**config.mk**
```make
export PLATFORM = sky130hd
export DESIGN_NAME = seg7_scan_decoder_flat
export DESIGN_NICKNAME = d
export VERILOG_FILES = /design/src/rtl/seg7_scan_if.sv /design/src/rtl/seg7_scan_decoder.sv /design/src/flat_wrapper.sv
export SDC_FILE = /design/constraint.sdc
export NUM_CORES = 1
export LEC_CHECK = 0
export ABC_AREA = 1
export CAP_MARGIN = 20
export CORE_MARGIN = 2
export CORE_UTILIZATION = 57
export DETAILED_ROUTE_END_ITERATION = 10
export PLACE_DENSITY = 0.91
export SYNTH_ARGS = -nofsm -noshare
export SYNTH_HDL_FRONTEND = slang
export SYNTH_SLANG_ARGS = --single-unit
```
**constraint.sdc**
```tcl
create_clock -name i_Clk -period 3.4 [get_ports i_Clk]
set_input_delay 0.85 -clock i_Clk [delete_from_list [all_inputs] [get_ports i_Clk]]
set_output_delay 0.85 -clock i_Clk [all_outputs]
set_load 0.03 [all_outputs]
```
**src/rtl/seg7_scan_if.sv**
```systemverilog
// Multiplexed 7-segment display bus as seen by the scan decoder: strobe, digit select,
// segment lines in, recovered per-digit values and status pulses out.
interface seg7_scan_if #(
    parameter int NUM_DIG = 4
);
    logic                   i_Muestra;
    logic [NUM_DIG-1:0]     i_Anodos;
    logic [6:0]             i_Segmentos;
    logic [4*NUM_DIG-1:0]   o_Digitos;
    logic [NUM_DIG-1:0]     o_Validos;
    logic [NUM_DIG-1:0]     o_Error;
    logic                   o_Actualizado;
    logic                   o_Scan_Err;

    modport master (
        output i_Muestra, i_Anodos, i_Segmentos,
        input  o_Digitos, o_Validos, o_Error, o_Actualizado, o_Scan_Err
    );

    modport slave (
        input  i_Muestra, i_Anodos, i_Segmentos,
        output o_Digitos, o_Validos, o_Error, o_Actualizado, o_Scan_Err
    );
endinterface

```
**src/rtl/seg7_scan_decoder.sv**
```systemverilog
// Recovers the hex value shown on each digit of a multiplexed 7-segment display. A digit's
// pattern is committed only after STABLE consecutive identical samples of that digit.
module seg7_scan_decoder #(
    parameter int NUM_DIG = 4,
    parameter int STABLE  = 3
) (
    input logic        i_Clk,
    input logic        i_Rst_n,
    seg7_scan_if.slave bus
);
    localparam logic [3:0] STABLE_C = 4'(STABLE);

    typedef struct packed {
        logic       legal;
        logic       blank;
        logic [3:0] value;
    } dec_t;

    function automatic dec_t decode(input logic [6:0] seg);
        dec_t d;
        d = '{legal: 1'b1, blank: 1'b0, value: 4'h0};
        case (seg)
            7'b1111110: d.value = 4'h0;
            7'b0110000: d.value = 4'h1;
            7'b1101101: d.value = 4'h2;
            7'b1111001: d.value = 4'h3;
            7'b0110011: d.value = 4'h4;
            7'b1011011: d.value = 4'h5;
            7'b1011111: d.value = 4'h6;
            7'b1110000: d.value = 4'h7;
            7'b1111111: d.value = 4'h8;
            7'b1110011: d.value = 4'h9;
            7'b1110111: d.value = 4'hA;
            7'b0011111: d.value = 4'hB;
            7'b1001110: d.value = 4'hC;
            7'b0111101: d.value = 4'hD;
            7'b1001111: d.value = 4'hE;
            7'b1000111: d.value = 4'hF;
            7'b0000000: begin
                d.legal = 1'b0;
                d.blank = 1'b1;
            end
            default:    d.legal = 1'b0;
        endcase
        return d;
    endfunction

    logic [6:0]           cand_q [NUM_DIG];
    logic [6:0]           cand_d [NUM_DIG];
    logic [3:0]           cnt_q  [NUM_DIG];
    logic [3:0]           cnt_d  [NUM_DIG];
    logic [4*NUM_DIG-1:0] dig_q, dig_d;
    logic [NUM_DIG-1:0]   val_q, val_d;
    logic [NUM_DIG-1:0]   err_q, err_d;
    logic                 upd_q, upd_d;
    logic                 scan_q, scan_d;

    dec_t seg_dec;
    logic one_hot;
    logic accept;

    assign seg_dec = decode(bus.i_Segmentos);
    assign one_hot = $onehot(bus.i_Anodos);
    assign accept  = bus.i_Muestra && one_hot;

    // NOTE: every variable gets its hold value first so no path through the block leaves
    // one unassigned, which would otherwise infer a latch.
    always_comb begin
        cand_d = cand_q;
        cnt_d  = cnt_q;
        dig_d  = dig_q;
        val_d  = val_q;
        err_d  = err_q;
        scan_d = bus.i_Muestra && !one_hot;

        for (int k = 0; k < NUM_DIG; k++) begin
            if (accept && bus.i_Anodos[k]) begin
                if (bus.i_Segmentos == cand_q[k]) begin
                    cnt_d[k] = (cnt_q[k] >= STABLE_C) ? STABLE_C : cnt_q[k] + 4'd1;
                end else begin
                    cand_d[k] = bus.i_Segmentos;
                    cnt_d[k]  = 4'd1;
                end
                // A fresh pattern with STABLE=1 commits even if the previous run was saturated.
                if (cnt_d[k] == STABLE_C &&
                    (cnt_q[k] < STABLE_C || bus.i_Segmentos != cand_q[k])) begin
                    if (seg_dec.legal) begin
                        dig_d[4*k +: 4] = seg_dec.value;
                        val_d[k]        = 1'b1;
                        err_d[k]        = 1'b0;
                    end else if (seg_dec.blank) begin
                        dig_d[4*k +: 4] = 4'h0;
                        val_d[k]        = 1'b0;
                        err_d[k]        = 1'b0;
                    end else begin
                        val_d[k]        = 1'b0;
                        err_d[k]        = 1'b1;
                    end
                end
            end
        end

        upd_d = (dig_d != dig_q) || (val_d != val_q) || (err_d != err_q);
    end

    // NOTE: state registers use non-blocking assignments so every flop samples the
    // pre-edge values; the candidate/count arrays are reset too, so partial runs are
    // discarded by reset.
    always_ff @(posedge i_Clk or negedge i_Rst_n) begin
        if (!i_Rst_n) begin
            for (int k = 0; k < NUM_DIG; k++) begin
                cand_q[k] <= 7'b0;
                cnt_q[k]  <= 4'd0;
            end
            dig_q  <= '0;
            val_q  <= '0;
            err_q  <= '0;
            upd_q  <= 1'b0;
            scan_q <= 1'b0;
        end else begin
            cand_q <= cand_d;
            cnt_q  <= cnt_d;
            dig_q  <= dig_d;
            val_q  <= val_d;
            err_q  <= err_d;
            upd_q  <= upd_d;
            scan_q <= scan_d;
        end
    end

    assign bus.o_Digitos     = dig_q;
    assign bus.o_Validos     = val_q;
    assign bus.o_Error       = err_q;
    assign bus.o_Actualizado = upd_q;
    assign bus.o_Scan_Err    = scan_q;
endmodule
```
**src/flat_wrapper.sv**
```systemverilog
// flat-port wrapper written by rule: the top's interface ports become plain ports
module seg7_scan_decoder_flat 
#(
    parameter int NUM_DIG = 4,
    parameter int STABLE  = 3
)
  (i_Clk, i_Rst_n, bus_i_Muestra, bus_i_Anodos, bus_i_Segmentos, bus_o_Digitos, bus_o_Validos, bus_o_Error, bus_o_Actualizado, bus_o_Scan_Err);
  seg7_scan_if #(.NUM_DIG(NUM_DIG)) bus_i ();
  input logic i_Clk;
  input logic i_Rst_n;
  input wire logic [$bits(bus_i.i_Muestra)-1:0] bus_i_Muestra;
  input wire logic [$bits(bus_i.i_Anodos)-1:0] bus_i_Anodos;
  input wire logic [$bits(bus_i.i_Segmentos)-1:0] bus_i_Segmentos;
  output wire logic [$bits(bus_i.o_Digitos)-1:0] bus_o_Digitos;
  output wire logic [$bits(bus_i.o_Validos)-1:0] bus_o_Validos;
  output wire logic [$bits(bus_i.o_Error)-1:0] bus_o_Error;
  output wire logic [$bits(bus_i.o_Actualizado)-1:0] bus_o_Actualizado;
  output wire logic [$bits(bus_i.o_Scan_Err)-1:0] bus_o_Scan_Err;
  assign bus_i.i_Muestra = bus_i_Muestra;
  assign bus_i.i_Anodos = bus_i_Anodos;
  assign bus_i.i_Segmentos = bus_i_Segmentos;
  assign bus_o_Digitos = bus_i.o_Digitos;
  assign bus_o_Validos = bus_i.o_Validos;
  assign bus_o_Error = bus_i.o_Error;
  assign bus_o_Actualizado = bus_i.o_Actualizado;
  assign bus_o_Scan_Err = bus_i.o_Scan_Err;
  seg7_scan_decoder #(.NUM_DIG(NUM_DIG), .STABLE(STABLE)) u_core (.i_Clk(i_Clk), .i_Rst_n(i_Rst_n), .bus(bus_i));
endmodule
```
---- After elaboration in Yosys (flattened, before gate mapping) ----
Index checks and enable logic that the tools add are counted.
cells by class
  add/subtract/negate cells ............... 7
  $lt $le $gt $ge ......................... 8
  eq/ne operators ......................... 32
  muxes and demuxes ....................... 50
  bitwise logic cells ..................... 4
  reductions and logical operators ........ 23
operators with widths
  operator               number
  $mux W4                28
  $eq A7 B7 Y1 const B   12
  $pmux W4 S15           1
  $eq A7 B7 Y1           4
  $ne A7 B7 Y1           4
  $eq A7 B6 Y1 const B   3
  $mux W1                21
  $add A4 B1 Y4 const B  4
  $eq A4 B2 Y1 const B   4
  $ge A4 B2 Y1 const B   4
  $lt A4 B2 Y1 const B   4
  $ne A16 B16 Y1         1
  $reduce_or A16 Y1      1
  $logic_and A1 B1 Y1    10
  $ne A4 B4 Y1           2
  $reduce_and A2 Y1      4
  $eq A7 B5 Y1 const B   1
  $logic_not A7 Y1       1
  $logic_or A1 B1 Y1     6
  $add A1 B1 Y2          2
  $not A1 Y1             4
  $add A3 B3 Y3          1
  $eq A3 B1 Y1 const B   1
  $logic_not A1 Y1       1
word-level totals
  bits in registers ....................... 70
  input bits .............................. 14
  output and inout bits ................... 26
  logic and storage cells ................. 137

---- Depth between registers and ports, before layout ----
  word-level depth ........................ 13
  depth in mapped cells ................... 19
  gate-level depth less buffers ........... 19

---- Worst setup path before layout ----
No wires, ideal clock.
  path kind ............................... in2reg
  start ................................... in bus_i_Anodos[0]
  end ..................................... reg u_core.upd_q (netlist: u_core.bus.o_Actualizado)
  setup time .............................. 0.125 ns
  arrival time ............................ 3.100 ns
  data required time ...................... 3.275 ns
  slack ................................... 0.174 ns
  cell stages on the path ................. 19
  path buffers ............................ 0
  cell sequence ........................... ha_1 -> ha_1 -> fa_1 -> inv_1 -> nand4_1 -> inv_1 -> nand2_1 -> nor2_1 -> nand2_1 -> nor2_2 -> nand2_1 -> inv_1 -> nand2_1 -> o21ai_2 -> nand2_1 -> nand2_1 -> nand2_1 -> nor2_1 -> nand3_1
on the way
  cells in the longest elaborated chain, start to end .. 9
  elaborated cells on any way between the ends .. 25
  classes of those cells .................. add/sub (2); eq/ne (4); mux (12); reduce/logical (7)
ends and longest elaborated chain
  item                                                   RTL line                  RTL
  start: declaration                                     flat_wrapper.sv:12        input wire logic [$bits(bus_i.i_Anodos)-1:0] bus_i_Anodos;
  $add A1 B1 Y2 (not written as such)                    seg7_scan_decoder.sv:63   assign one_hot = $onehot(bus.i_Anodos);
  $add A3 B3 Y3 (not written as such)                    seg7_scan_decoder.sv:63
  $eq A3 B1 Y1                                           seg7_scan_decoder.sv:63
  $logic_and A1 B1 Y1                                    seg7_scan_decoder.sv:64   assign accept = bus.i_Muestra && one_hot;
  $logic_and A1 B1 Y1                                    seg7_scan_decoder.sv:77   if (accept && bus.i_Anodos[k]) begin
  $mux W4 / $mux W1 (equally long branches)              seg7_scan_decoder.sv:77
  $ne A16 B16 Y1 / $ne A4 B4 Y1 (equally long branches)  seg7_scan_decoder.sv:103  upd_d = (dig_d != dig_q) || (val_d != val_q) || (err_d != err_q);
  $logic_or A1 B1 Y1                                     seg7_scan_decoder.sv:103
  $logic_or A1 B1 Y1 (*)                                 seg7_scan_decoder.sv:103
  via u_core.upd_d                                       seg7_scan_decoder.sv:55   logic upd_q, upd_d;
  end signal: assignment                                 seg7_scan_decoder.sv:126  upd_q <= upd_d;
  end: declaration                                       seg7_scan_decoder.sv:55
The timed path passes the listed nets; every way through them passes the cells marked *.
A chain may end at the register's enable or synchronous reset.

---- Worst setup path after layout ----
  start ................................... in bus_i_Anodos[3]
  end ..................................... reg u_core.upd_q (netlist: u_core.bus.o_Actualizado)
The elaborated chain is that of the path after synthesis.

==> qor.yml <==
path_max_fanout: 4
synth_top_area_cell: "dfrtp_1"
cts_buffer_depth: 2
syn-num-nets: 636
rrSetupSlack_ns: 1.02
clock_sinks: 70
first_pass_iters: 5
synth_seq_cells: 70
synth_commonest_cells: "175 x nand2_1, 92 x inv_1, 77 x nor2_1"
yosys-top-cells-area: "dfrtp_1 40%, nand2_1 15%, inv_1 7.9%"
holdBufCountCts: 0
worstSkewPairLatency_ns: 0.35
synth_area_mm2: 0.004362
area.growth.synth_to_final_pct: 29.98
synth_edf_count: 0
wl_um: 12690
synthCells: 614
p_per_area_mw_per_mm2: 453.3
end_kind: "register"
ant_nets: 0
drv_cap: 0
hp-class: "reg2reg"
setup_viol_count_final: 0
drive_gt1_share_pct: 19.70
grt_pass1_wl_um: 20620
grt_pass1_vias: 4509
rows: 31
power.leakage_uw: 0.003084
final.min_clock_period_ns: 3.141
final_core_util_pct: 77.33
fin_cells: 825
p_total_uw: 2570
antenna_found_initial: 0
async_flop_share_pct: 100.0
required_ns: 3.68
ys_warn_count: 0
rr_startpoint: "u_core.cnt_q[12]"
grt_usage_pct: 30.83
path_clk_slew_ns: 0.07
io_pins: 40
fillers: 487
synth-seq-area-share_pct: 40.16
yosys.cell_count.top_type: "nand2_1"
ys_types: 34
worstPathArrival_ns: 3.42
synth_ff_type: "dfrtp_1"
clock_skew_ns: 0.007071
drc_errors: 0
die_w_um: 91.48
synth.top_cell.area_share_pct: 40.16
gr-total-overflow: 0
die_y_um: 91.48
grt_max_degree: 47
ff2ff_path_depth: 16
cts_buffers: 9
criticalPathCategory: "in2reg"
hold_viol: 0
period_share_pct: 92.38
place_area_mm2: 0.005280
via_count: 4491
worstReg2RegEnd: "u_core.bus.o_Actualizado"
setup.worst_path.end: "u_core.bus.o_Actualizado"
cts_root_buf: "clkbuf_8"
max_stage_delay_ns: 0.45
outcome: "finished clean"
final_area_mm2: 0.005669
placed_cells: 802
cts-htree-levels: 3
num-nets-final: 743
rsz0062_at_grt: "no"
cts_tree: "yes"
worstMarginPinSlew_ns: 0.5996
core_mm2: 0.007331
startpoint: "bus_i_Anodos[3]"
vdd_drop_max_mv: 0.2721
wire_per_inst_um: 15.38
timing.fmax_ghz: 0.3184
startpoint_type: "input pin"
dieArea_mm2: 0.008368
place_congestion: 0.9400
avgSynthCellArea_um2: 7.104
slew_headroom_pct: 60.03
io_buffer_count: 39
first_iter_violations: 438
n_antenna_cell: 0
dp_hpwl_um: 8926
critPathSlowestCell: "fa_1"
routed_via_density: 5.444
path_cells: "dlymetal6s2s_1 > ha_4 > ha_2 > fa_1 > inv_2 > nand4_1 > inv_2 > nand2_4 > buf_6 > nor2_2 > nand2_1 > nor2_2 > nand2_2 > inv_2 > nand3_1 > nand2_1 > nor2_1 > nand2_1 > nor2_1 > nand3_1"
initial_utilization_pct: 59.50
final_max_slew_viol_count: 0
-- worst min-delay path by stage --
stage,start,end,slack [ns],cells after the start
5_1_grt,u_core.cnt_q[11],u_core.cnt_q[11],0.49,2
2_1_floorplan,u_core.cnt_q[6],u_core.cnt_q[6],0.43,2
4_1_cts,u_core.cnt_q[6],u_core.cnt_q[6],0.46,2
6_report,u_core.cnt_q[6],u_core.cnt_q[6],0.46,2
3_5_place_dp,u_core.cnt_q[6],u_core.cnt_q[6],0.44,2
3_3_place_gp,u_core.cnt_q[7],u_core.cnt_q[7],0.44,2
-- area by class of cell --
class | instances | area [um^2] | area share [%]
Clock buffer | 10 | 137.6 | 2.428
Sequential cell | 70 | 1752 | 30.90
Clock inverter | 6 | 61.31 | 1.081
Timing Repair Buffer | 108 | 954.7 | 16.84
Multi-Input combinational cell | 432 | 2263 | 39.92
Inverter | 100 | 376.6 | 6.643
Tap cell | 99 | 123.9 | 2.185
-- repair_timing --
item / CTS / global route
resized for setup: 14 / 28
pin swaps: 10 / 13
buffers inserted: 6 / 1
setup endpoints to repair: 1 / 6
cloned: 0 / 0
-- kinds of logic after synthesis --
kind of cell,after synthesis,synth area share [%]
AND/OR/NAND/NOR,327,32.47
buffers and inverters,112,10.76
AO/OA/AOI/OAI,71,8.921
flip-flops,70,40.16
XOR/XNOR,26,5.221
adder cells (fa/ha/maj),8,2.467
-- cell usage in the layout, fill, tap and decap left out, types with 4 or more instances in the layout --
cell type / synthesis / final
clkbuf_8: 0 / 10
nand2_1: 175 / 165
nand2_4: 2 / 5
xor2_1: 11 / 11
ha_1: 7 / 4
clkinv_2: 0 / 4
inv_2: 7 / 12
nand3_1: 40 / 39
buf_4: 5 / 65
nand2_2: 5 / 12
dfrtp_1: 70 / 70
nor2_1: 77 / 70
clkdlybuf4s50_1: 0 / 34
nor2_4: 4 / 8
xnor2_1: 15 / 15
inv_1: 92 / 87
o21ai_0: 51 / 50
a21oi_1: 6 / 6
dlymetal6s2s_1: 0 / 4
nand4_1: 9 / 9
nor2_2: 4 / 7
-- metrics by stage --
| stage | TNS [ns] | hold WS (ns) | setup slack (ns) |
|---|---|---|---|
| after floorplan | 0 | 0.4281 | 0.1745 |
| after global placement | -2.056 | 0.4435 | -0.3242 |
| after detailed placement | -3.663 | 0.4445 | -0.4195 |
| after CTS | 0 | 0.4639 | 0.01351 |
| after global routing | 0 | 0.4939 | 0.07489 |
| final | 0 | 0.4615 | 0.2591 |
-- state kept, by name (all words and copies together), names as in the netlist --
| register | cells |
|---|---|
| u_core.cand_q | 28 |
| u_core.bus.o_Digitos | 16 |
| u_core.cnt_q | 16 |
| u_core.bus.o_Error | 4 |
| u_core.bus.o_Validos | 4 |
| u_core.bus.o_Actualizado | 1 |
| u_core.bus.o_Scan_Err | 1 |
-- layer usage --
| layer | share of wire [%] | vias to the layer above | track usage, % |
|---|---|---|---|
| met5 | 0 | - | 0 |
| met4 | 3.0 | 0 | 12.37 |
| met3 | 6.6 | 44 | 6.639 |
| met2 | 49 | 206 | 51.47 |
| met1 | 41 | 2119 | 38.81 |
| li1 | - | 2122 | - |
-- worst max-delay path: cells and delay by family --
| family | cells | cell delay (ns) |
|---|---|---|
| simple gates | 12 | 1.08 |
| buf+inv | 5 | 0.62 |
| fa+ha+maj | 3 | 0.87 |
-- where the power goes --
group	total (uW)	internal, uW	switching [uW]
registers	1160	1010	147
clock network	680	356	324
logic	728	305	423
total	2570	1680	895
No activity file was read; power rests on OpenSTA's default activity.
